<file path="config.mk">
export PLATFORM = sky130hd
export DESIGN_NAME = dm_cache
export DESIGN_NICKNAME = d
export VERILOG_FILES = /design/src/rtl/dm_cache.sv
export SDC_FILE = /design/constraint.sdc
export NUM_CORES = 2
export LEC_CHECK = 0
export ABC_AREA = 1
export CAP_MARGIN = 20
export CORE_ASPECT_RATIO = 1.2
export CORE_UTILIZATION = 55
export DETAILED_ROUTE_END_ITERATION = 8
export PLACE_DENSITY_LB_ADDON = 0.25
export SLEW_MARGIN = 20
export SYNTH_ARGS = -nofsm -noshare
export SYNTH_HDL_FRONTEND = slang
export SYNTH_SLANG_ARGS = --single-unit
</file>
<file path="constraint.sdc">
create_clock -name clk -period 5.7 [get_ports clk]
set_clock_uncertainty 0.2 [all_clocks]
set_input_delay 1.14 -clock clk [delete_from_list [all_inputs] [get_ports clk]]
set_output_delay 1.14 -clock clk [all_outputs]
set_load 0.1 [all_outputs]
</file>
<file path="src/rtl/dm_cache.sv">
// dm_cache: direct-mapped, write-through, no-write-allocate cache.
//
// Sits between a core memory port and the shared memory bus. Read hits are
// served with zero wait states; read misses refill a whole line one word at
// a time; every write goes to memory and also updates the cached word when
// it hits.
//
// Ports:
//   clk, rst           clock, asynchronous active-low reset
//   s_valid/s_wr/s_addr/s_dataM2S   core request (held until s_ready)
//   s_ready            request accepted this cycle
//   s_dataS2M          registered read data, valid the cycle after acceptance
//   inv                one-cycle pulse that invalidates every line
//   m_valid/m_wr/m_addr/m_dataM2S   single-word memory request
//   m_ready/m_dataS2M  memory accept; read data valid in the accept cycle
//
// Optional build macro DM_CACHE_STATS_EN adds saturating hit_cnt/miss_cnt
// outputs (accepted read hits / refills started).
//
// States:
//   ST_IDLE   | serve hits, launch refill or memory write
//   ST_REFILL | read WORDS_PER_LINE words of the missed line from memory
//   ST_WRITE  | wait for memory to accept a write-through word

module dm_cache #(
    parameter int ADDR_W         = 32,
    parameter int DATA_W         = 32,
    parameter int LINES          = 16,
    parameter int WORDS_PER_LINE = 4
) (
    input  logic              clk,
    input  logic              rst,
    input  logic              s_valid,
    input  logic              s_wr,
    input  logic [ADDR_W-1:0] s_addr,
    input  logic [DATA_W-1:0] s_dataM2S,
    output logic              s_ready,
    output logic [DATA_W-1:0] s_dataS2M,
    input  logic              inv,
    output logic              m_valid,
    output logic              m_wr,
    output logic [ADDR_W-1:0] m_addr,
    output logic [DATA_W-1:0] m_dataM2S,
    input  logic              m_ready,
    input  logic [DATA_W-1:0] m_dataS2M
`ifdef DM_CACHE_STATS_EN
    ,
    output logic [31:0]       hit_cnt,
    output logic [31:0]       miss_cnt
`endif
);

    localparam int OFF_W   = $clog2(WORDS_PER_LINE);
    localparam int IDX_W   = $clog2(LINES);
    localparam int LSB_IDX = 2 + OFF_W;
    localparam int LSB_TAG = 2 + OFF_W + IDX_W;
    localparam int TAG_W   = ADDR_W - LSB_TAG;

    typedef enum logic [1:0] {
        ST_IDLE,
        ST_REFILL,
        ST_WRITE
    } state_t;

    state_t state_q, state_d;

    logic [LINES-1:0]  valid_q;
    logic [TAG_W-1:0]  tag_arr  [LINES];
    logic [DATA_W-1:0] data_arr [LINES*WORDS_PER_LINE];
    logic [OFF_W-1:0]  cnt_q;
    logic              inv_seen_q;

    logic [IDX_W-1:0]       s_idx, m_idx;
    logic [TAG_W-1:0]       s_tag, m_tag;
    logic [IDX_W+OFF_W-1:0] s_word, m_word;
    logic                   s_hit, m_hit, last_beat;
    logic                   refill_done, start_refill, start_write;
    logic [1:0]             unused_low;

    assign s_idx  = s_addr[LSB_TAG-1:LSB_IDX];
    assign s_tag  = s_addr[ADDR_W-1:LSB_TAG];
    assign s_word = s_addr[LSB_TAG-1:2];
    assign m_idx  = m_addr[LSB_TAG-1:LSB_IDX];
    assign m_tag  = m_addr[ADDR_W-1:LSB_TAG];
    assign m_word = m_addr[LSB_TAG-1:2];
    assign unused_low = s_addr[1:0] ^ m_addr[1:0];

    assign s_hit     = valid_q[s_idx] && (tag_arr[s_idx] == s_tag);
    assign m_hit     = valid_q[m_idx] && (tag_arr[m_idx] == m_tag);
    assign last_beat = (cnt_q == OFF_W'(WORDS_PER_LINE - 1));

    assign refill_done  = (state_q == ST_REFILL) && m_ready && last_beat;
    assign start_refill = (state_q == ST_IDLE) && s_valid && !s_wr && !s_hit;
    assign start_write  = (state_q == ST_IDLE) && s_valid && s_wr;

    always_ff @(posedge clk or negedge rst) begin
        if (!rst) state_q <= ST_IDLE;
        else      state_q <= state_d;
    end

    always_comb begin
        state_d = state_q;
        s_ready = 1'b0;
        case (state_q)
            ST_IDLE: begin
                if (s_valid) begin
                    if (s_wr)       state_d = ST_WRITE;
                    else if (s_hit) s_ready = 1'b1;
                    else            state_d = ST_REFILL;
                end
            end
            ST_REFILL: begin
                if (m_ready && last_beat) state_d = ST_IDLE;
            end
            ST_WRITE: begin
                // An abandoned write still finishes on the bus, silently.
                if (m_ready) begin
                    s_ready = s_valid;
                    state_d = ST_IDLE;
                end
            end
            default: state_d = ST_IDLE;
        endcase
    end

    // Memory-side request registers and refill bookkeeping. During a refill
    // m_addr walks the line and doubles as the refill target address.
    always_ff @(posedge clk or negedge rst) begin
        if (!rst) begin
            m_valid    <= 1'b0;
            m_wr       <= 1'b0;
            m_addr     <= '0;
            m_dataM2S  <= '0;
            cnt_q      <= '0;
            inv_seen_q <= 1'b0;
        end else begin
            case (state_q)
                ST_IDLE: begin
                    if (start_write) begin
                        m_valid   <= 1'b1;
                        m_wr      <= 1'b1;
                        m_addr    <= {s_addr[ADDR_W-1:2], 2'b00};
                        m_dataM2S <= s_dataM2S;
                    end else if (start_refill) begin
                        m_valid    <= 1'b1;
                        m_wr       <= 1'b0;
                        m_addr     <= {s_addr[ADDR_W-1:LSB_IDX], {LSB_IDX{1'b0}}};
                        cnt_q      <= '0;
                        inv_seen_q <= 1'b0;
                    end
                end
                ST_REFILL: begin
                    if (inv) inv_seen_q <= 1'b1;
                    if (m_ready) begin
                        cnt_q <= cnt_q + 1'b1;
                        if (last_beat) m_valid <= 1'b0;
                        else           m_addr  <= m_addr + ADDR_W'(4);
                    end
                end
                ST_WRITE: begin
                    if (m_ready) begin
                        m_valid <= 1'b0;
                        m_wr    <= 1'b0;
                    end
                end
                default: ;
            endcase
        end
    end

    // Valid bits: inv wins over everything; the refilled line is dropped
    // at refill start so a partial fill can never look valid, and is only
    // re-validated if no inv arrived while the fill was in flight.
    always_ff @(posedge clk or negedge rst) begin
        if (!rst) begin
            valid_q <= '0;
        end else if (inv) begin
            valid_q <= '0;
        end else if (start_refill) begin
            valid_q[s_idx] <= 1'b0;
        end else if (refill_done && !inv_seen_q) begin
            valid_q[m_idx] <= 1'b1;
        end
    end

    always_ff @(posedge clk or negedge rst) begin
        if (!rst)                           s_dataS2M <= '0;
        else if (s_valid && s_ready && !s_wr) s_dataS2M <= data_arr[s_word];
    end

    // Tag and data storage carry no reset; the valid bits guard them.
    always_ff @(posedge clk) begin
        if (state_q == ST_REFILL && m_ready) begin
            data_arr[m_word] <= m_dataS2M;
            if (last_beat) tag_arr[m_idx] <= m_tag;
        end
        if (state_q == ST_WRITE && m_ready && m_hit) begin
            data_arr[m_word] <= m_dataM2S;
        end
    end

`ifdef DM_CACHE_STATS_EN
    always_ff @(posedge clk or negedge rst) begin
        if (!rst) begin
            hit_cnt  <= '0;
            miss_cnt <= '0;
        end else begin
            if (s_valid && s_ready && !s_wr && hit_cnt != '1) hit_cnt <= hit_cnt + 1'b1;
            if (start_refill && miss_cnt != '1)               miss_cnt <= miss_cnt + 1'b1;
        end
    end
`endif

endmodule

</file>
; ---- After elaboration in Yosys (flattened, before gate mapping)
; Memory sizes are Yosys's and may differ from the RTL's. A register that Yosys moved wholly into a read port is not among the register bits.
; Index checks and enable logic that the tools add are counted.
[op_classes]
div_mod_pow = 0
eq_ne = 16
n_shift = 0
n_bitwise = 4
n_mux = 51
multipliers = 0
reduce_logical = 32
magnitude_cmp = 4
n_addsub = 2
[ops]
columns = op, n
row1 = 32-bit 2-to-1 mux, 5
row2 = 32-bit case mux with 2 select lines, 1
row3 = 24-bit equality test, 2
row4 = 16-bit 2-to-1 mux, 3
row5 = "32-bit by 3-bit adder with 32-bit output, second input constant", 1
row6 = 1-bit 2-to-1 mux, 24
row7 = "2-bit inequality test, second input constant", 9
row8 = 16-bit bitwise AND, 1
row9 = 1-bit logical AND, 16
row10 = 2-bit 2-to-1 mux, 8
row11 = 16-bit NOT, 1
row12 = 16-bit OR, 1
row13 = 4-bit AND reduction, 4
row14 = "4-bit by 5-bit < comparator with 1-bit output, second input constant", 2
row15 = 1-bit binary-select mux with 4-bit select, 2
row16 = 1-bit demux with 4-bit select, 2
row17 = "4-bit by 1-bit >= comparator with 1-bit output, second input constant", 2
row18 = "3-bit inequality test, second input constant", 2
row19 = 1-bit case mux with 2 select lines, 3
row20 = 2-bit case mux with 3 select lines, 1
row21 = 3-bit nonzero test, 2
row22 = 5-bit AND reduction, 1
row23 = "2-bit equality test, second input constant", 2
row24 = 1-bit zero test, 4
row25 = 9 further kinds, 10
[word_totals]
word_cells = 119
reg_bits = 87
memories = 2
romBits = 0
latch_bits = 0
ram_bits = 2432
input_bits = 102
out_inout_bits = 99
[mem_list]
columns = memory, words, word_bits, read_ports, rd_ports_with_merged_regs, write_ports, line
row1 = data_arr, 64, 32, 1, 1, 1, 69  ; logic [DATA_W-1:0] data_arr [LINES*WORDS_PER_LINE];
row2 = tag_arr, 16, 24, 2, 0, 1, 68  ; logic [TAG_W-1:0] tag_arr [LINES];

; ---- Logic depth before layout (Yosys ltp)
[depth]
depth_word = 9
depth_mapped = 23
ltp_nobuf = 20

; ---- Least setup slack after synthesis
; Ideal clock, no wire load.
[synth_path]
kind = in2out
startpoint = input s_addr[4]
endpoint = output s_ready
t_arrival_ps = 4205
stages = 19
slack_ps = 155
path_buffers = 4
required_time_ps = 4360
cell_sequence = buf_4 buf_6 nand2_2 inv_2 buf_4 nand2_1 nand4_1 nand2_1 nand2_1 o21ai_0 nand2_1 nor2_1 nand3_1 nor2_1 nand2_2 o21ai_4 buf_2 nand2_1 nor2_1
[synth_between]
elab_chain_cells = 7
elab_cells_between_ends = 9
classes_between = 1 x eq/ne / 6 x mux / 1 x reduce/logical / 1 x memory
[synth_rtl]
columns = element, line
row1 = "start, declared", 35  ; input logic [ADDR_W-1:0] s_addr,
row2 = memory 16 x 24 bit or 1-bit binary-select mux with 4-bit select (tied branches), --
row3 = 24-bit equality test or 1-bit 2-to-1 mux (tied branches), 88  ; assign s_hit = valid_q[s_idx] && (tag_arr[s_idx] == s_tag);
row4 = 1-bit logical AND *, 88
row5 = 1-bit 2-to-1 mux *, 108  ; else if (s_hit) s_ready = 1'b1;
row6 = 1-bit 2-to-1 mux *, 107  ; if (s_wr) state_d = ST_WRITE;
row7 = 1-bit 2-to-1 mux *, 106  ; if (s_valid) begin
row8 = 1-bit case mux with 2 select lines *, 104  ; case (state_q)
row9 = "end, declared", 37  ; output logic s_ready,
; Mark *: on every way between the ends. The rest lies on a longest branch, timed or not. The select of a mux whose other input is x is not followed.

; ---- Worst setup path after layout
; Same ends and word-level chain as after synthesis.

==> reports/qor.yml <==
status: "finished, violations left"
failed_checks: "design-rule violations"
hpwl_mm: 201
rsz0062_at_grt: "false"
relSlewSlack_pct: 25.6
die_y_um: 480
cts_hold_buf: 0
seq_power_share_pct: 46.5
top_level_ports: 201
p_per_area_nw_per_um2: 392
tightestPinTransition_ns: 1.12
min_period_ns: 5.51
grt_pass1_wl_mm: 480
hold_violations: 0
grt_start_max_net_pins: 187
worst-path-buf-inv: 4
final_cell_mix: "edfxtp_1, nand2_1, o21ai_0, nor2_1, o22ai_1"
vias: 76000
cts_max_path_buffers: 3
cts_tree: "built"
drt_wl_total_mm: 336
critical_path.most_common_cell: "nand2_1"
irDropWorstVdd_uv: 523
r2r_cells: 20
final_antenna_net_count: 0
crit_type: "input port to output pin"
critPathMaxFanout: 24
htree_levels: 4
r2r_slack_ns: 0.68
grt.total_usage_pct: 34.7
ys_seq_elements: 2549
path_cells: "buf_6, buf_4, nand2_2, clkbuf_8, o21ai_0, o21ai_0, nand2_1, o21ai_1, nand2_1, nor2_1, nand3_1, nor2_1, nand2_2, o21ai_4, nand2_1, nor2_2, buf_12"
cp-start-kind: "input port"
swShare_pct: 31.5
internal_power_uw: 32400
drt-pass1-iter-count: 9
setup_violations: 0
fin_total_pwr_uw: 47300
critPathArrivalTime_ns: 4.17
fmaxAchievable_mhz: 181
cap_violations: 0
coreArea_um2: 188000
fin_setup_tns_ns: 0
yosys_warnings: 0
hp-class: "input port to asynchronous set/reset pin"
clkPwrFrac_pct: 33.1
clk_pin_slew_worst_paths_ns: 0.06
whs_ns: 0.0943
place_congestion: 0.949
synth.avg_cell_area_um2: 11.9
crit_family: "simple AND/OR/NAND/NOR gates"
post-route-period-util_pct: 96.7
cts-root-buf: "clkbuf_16"
die_x_um: 400
netSwitchingPower_uw: 14900
viasPerCell: 6.49
drt_iter0_markers: 11300
p_comb_share_pct: 20.3
clock_latency_ns: 0.90
slew_viol_final: 0
core.rowCount: 174
cts_buffers: 233
ys_seq_area_share_pct: 72.6
dp_cells: 11300
nets: 9144
worst-path-stages: 17
synthesis.instances: 8772
initial_core_util_pct: 55.6
drc: 2
grt_overflow: 0
syn_to_final_growth_pct: 15.4
cp.required_ns: 4.36
synth_cell_types: 49
crit_path_start: "s_addr[4]"
critical_path.slowest_cell: "clkbuf_8"
slowest_delay_ns: 0.39
instances_no_fill: 11700
antenna_found_initial: 12
wl_per_cell_um: 28.7
port_buffers: 196
dieArea_um2: 192000
timing.rr.start: "m_addr[5]"
leakagePower_uw: 0.0415
clock_sinks: 2549
end_kind: "output pin"
final_layout_size_suffix_gt1_share_pct: 9.97
final_common_cell: "edfxtp_1"
grt_pass1_vias: 71700
synth_area_um2: 105000
## metrics by stage
stage | utilization, % | area, um^2 | setup slack [ns]
floorplan | - | 105000 | 0.155
global placement | 60.1 | 113000 | 0.0862
detailed placement | 60.1 | 113000 | 0.0660
CTS | 64.1 | 121000 | 0.0544
global route | 64.1 | 121000 | 0.0266
finish | 64.2 | 121000 | 0.186
## registers in the layout, summed over array words and instances, names as in the netlist
register / cells
data_arr: 2048
tag_arr: 384
m_dataM2S: 32
s_dataS2M: 32
m_addr: 30
valid_q: 16
cnt_q: 2
state_q: 2
inv_seen_q: 1
m_valid: 1
m_wr: 1
## worst reg2reg max path, delay by kind of cell, from the launching register on
kind	cells	cell delay [ns]
AND/OR/NAND/NOR	14	1.99
buffers and inverters	5	1.99
AO/OA/AOI/OAI	1	0.16
flip-flops	1	0.33
## cells in the mapped netlist, drive strengths merged
master / count / area share [%]
ha: 6 / 0.072
conb: 1 / 0.0036
o22ai: 515 / 3.1
nor2: 1275 / 4.6
and2: 1 / 0.0060
a221oi: 28 / 0.23
a41oi: 14 / 0.12
o211ai: 2 / 0.014
dfrtp: 117 / 2.8
a22oi: 110 / 0.79
a31oi: 3 / 0.018
xnor2: 7 / 0.059
nand4: 109 / 0.65
a21boi: 1 / 0.0072
o21bai: 1 / 0.0072
clkinv: 5 / 0.018
inv: 191 / 0.69
edfxtp: 2432 / 70
or2: 15 / 0.090
o21ai: 1373 / 6.6
nand3: 78 / 0.39
a211oi: 1 / 0.0072
mux2i: 2 / 0.019
o2111ai: 1 / 0.0084
a21oi: 83 / 0.40
clkbuf: 443 / 1.6
a22o: 90 / 0.75
nor4: 4 / 0.024
nor3: 44 / 0.22
nand2: 1677 / 6.1
buf: 124 / 0.66
xor2: 19 / 0.16
## final cells by class
cell class	instances	area, um^2
diodes	6	15.0
clock buffers	299	6310
clock inverters	140	1320
fillers	13600	67400
inverters	196	761
multi-input cells	5461	26300
flip-flops and latches	2549	76000
well taps	2464	3080
repair buffers	595	6960
## logic make-up after synthesis
family	synth area share [%]
simple gates	12.1
flops	72.6
compound gates	12.0
buf+inv	2.96
xor+xnor	0.218
fa+ha+maj	0.0718
mux	0.0191
other cells	0.00359
## power groups by stage
stage	Clock (uW)	Sequential, uW	Combinational [uW]
2_1_floorplan	0	24500	3610
3_3_place_gp	0	22300	9260
3_5_place_dp	0	22400	9410
4_1_cts	15700	22000	9450
5_1_grt	16400	22000	10000
6_report	15700	22000	9610
## metal layers
layer	share of wire (%)	global-route usage [%]	vias up
li1	-	-	32300
met5	0.035	0	-
met1	35	45.4	37100
met2	46	54.0	5366
met4	6.5	19.4	18
met3	13	7.42	1168
## final timing paths
path	end
worst max-delay path	s_ready
worst min-delay path	state_q[1]
min in group clk	s_dataS2M[27]
worst min register to register	s_dataS2M[27]
max in group asynchronous	m_dataM2S[1]
worst max register to register	data_arr[43][26]
## timing repair
action                                  CTS  global route
endpoints found under the hold margin     0             0
gates resized for setup                   0             8
buffers inserted                          0             0
endpoints found under the setup margin    0             1
No activity file was read; power rests on OpenSTA's default activity.
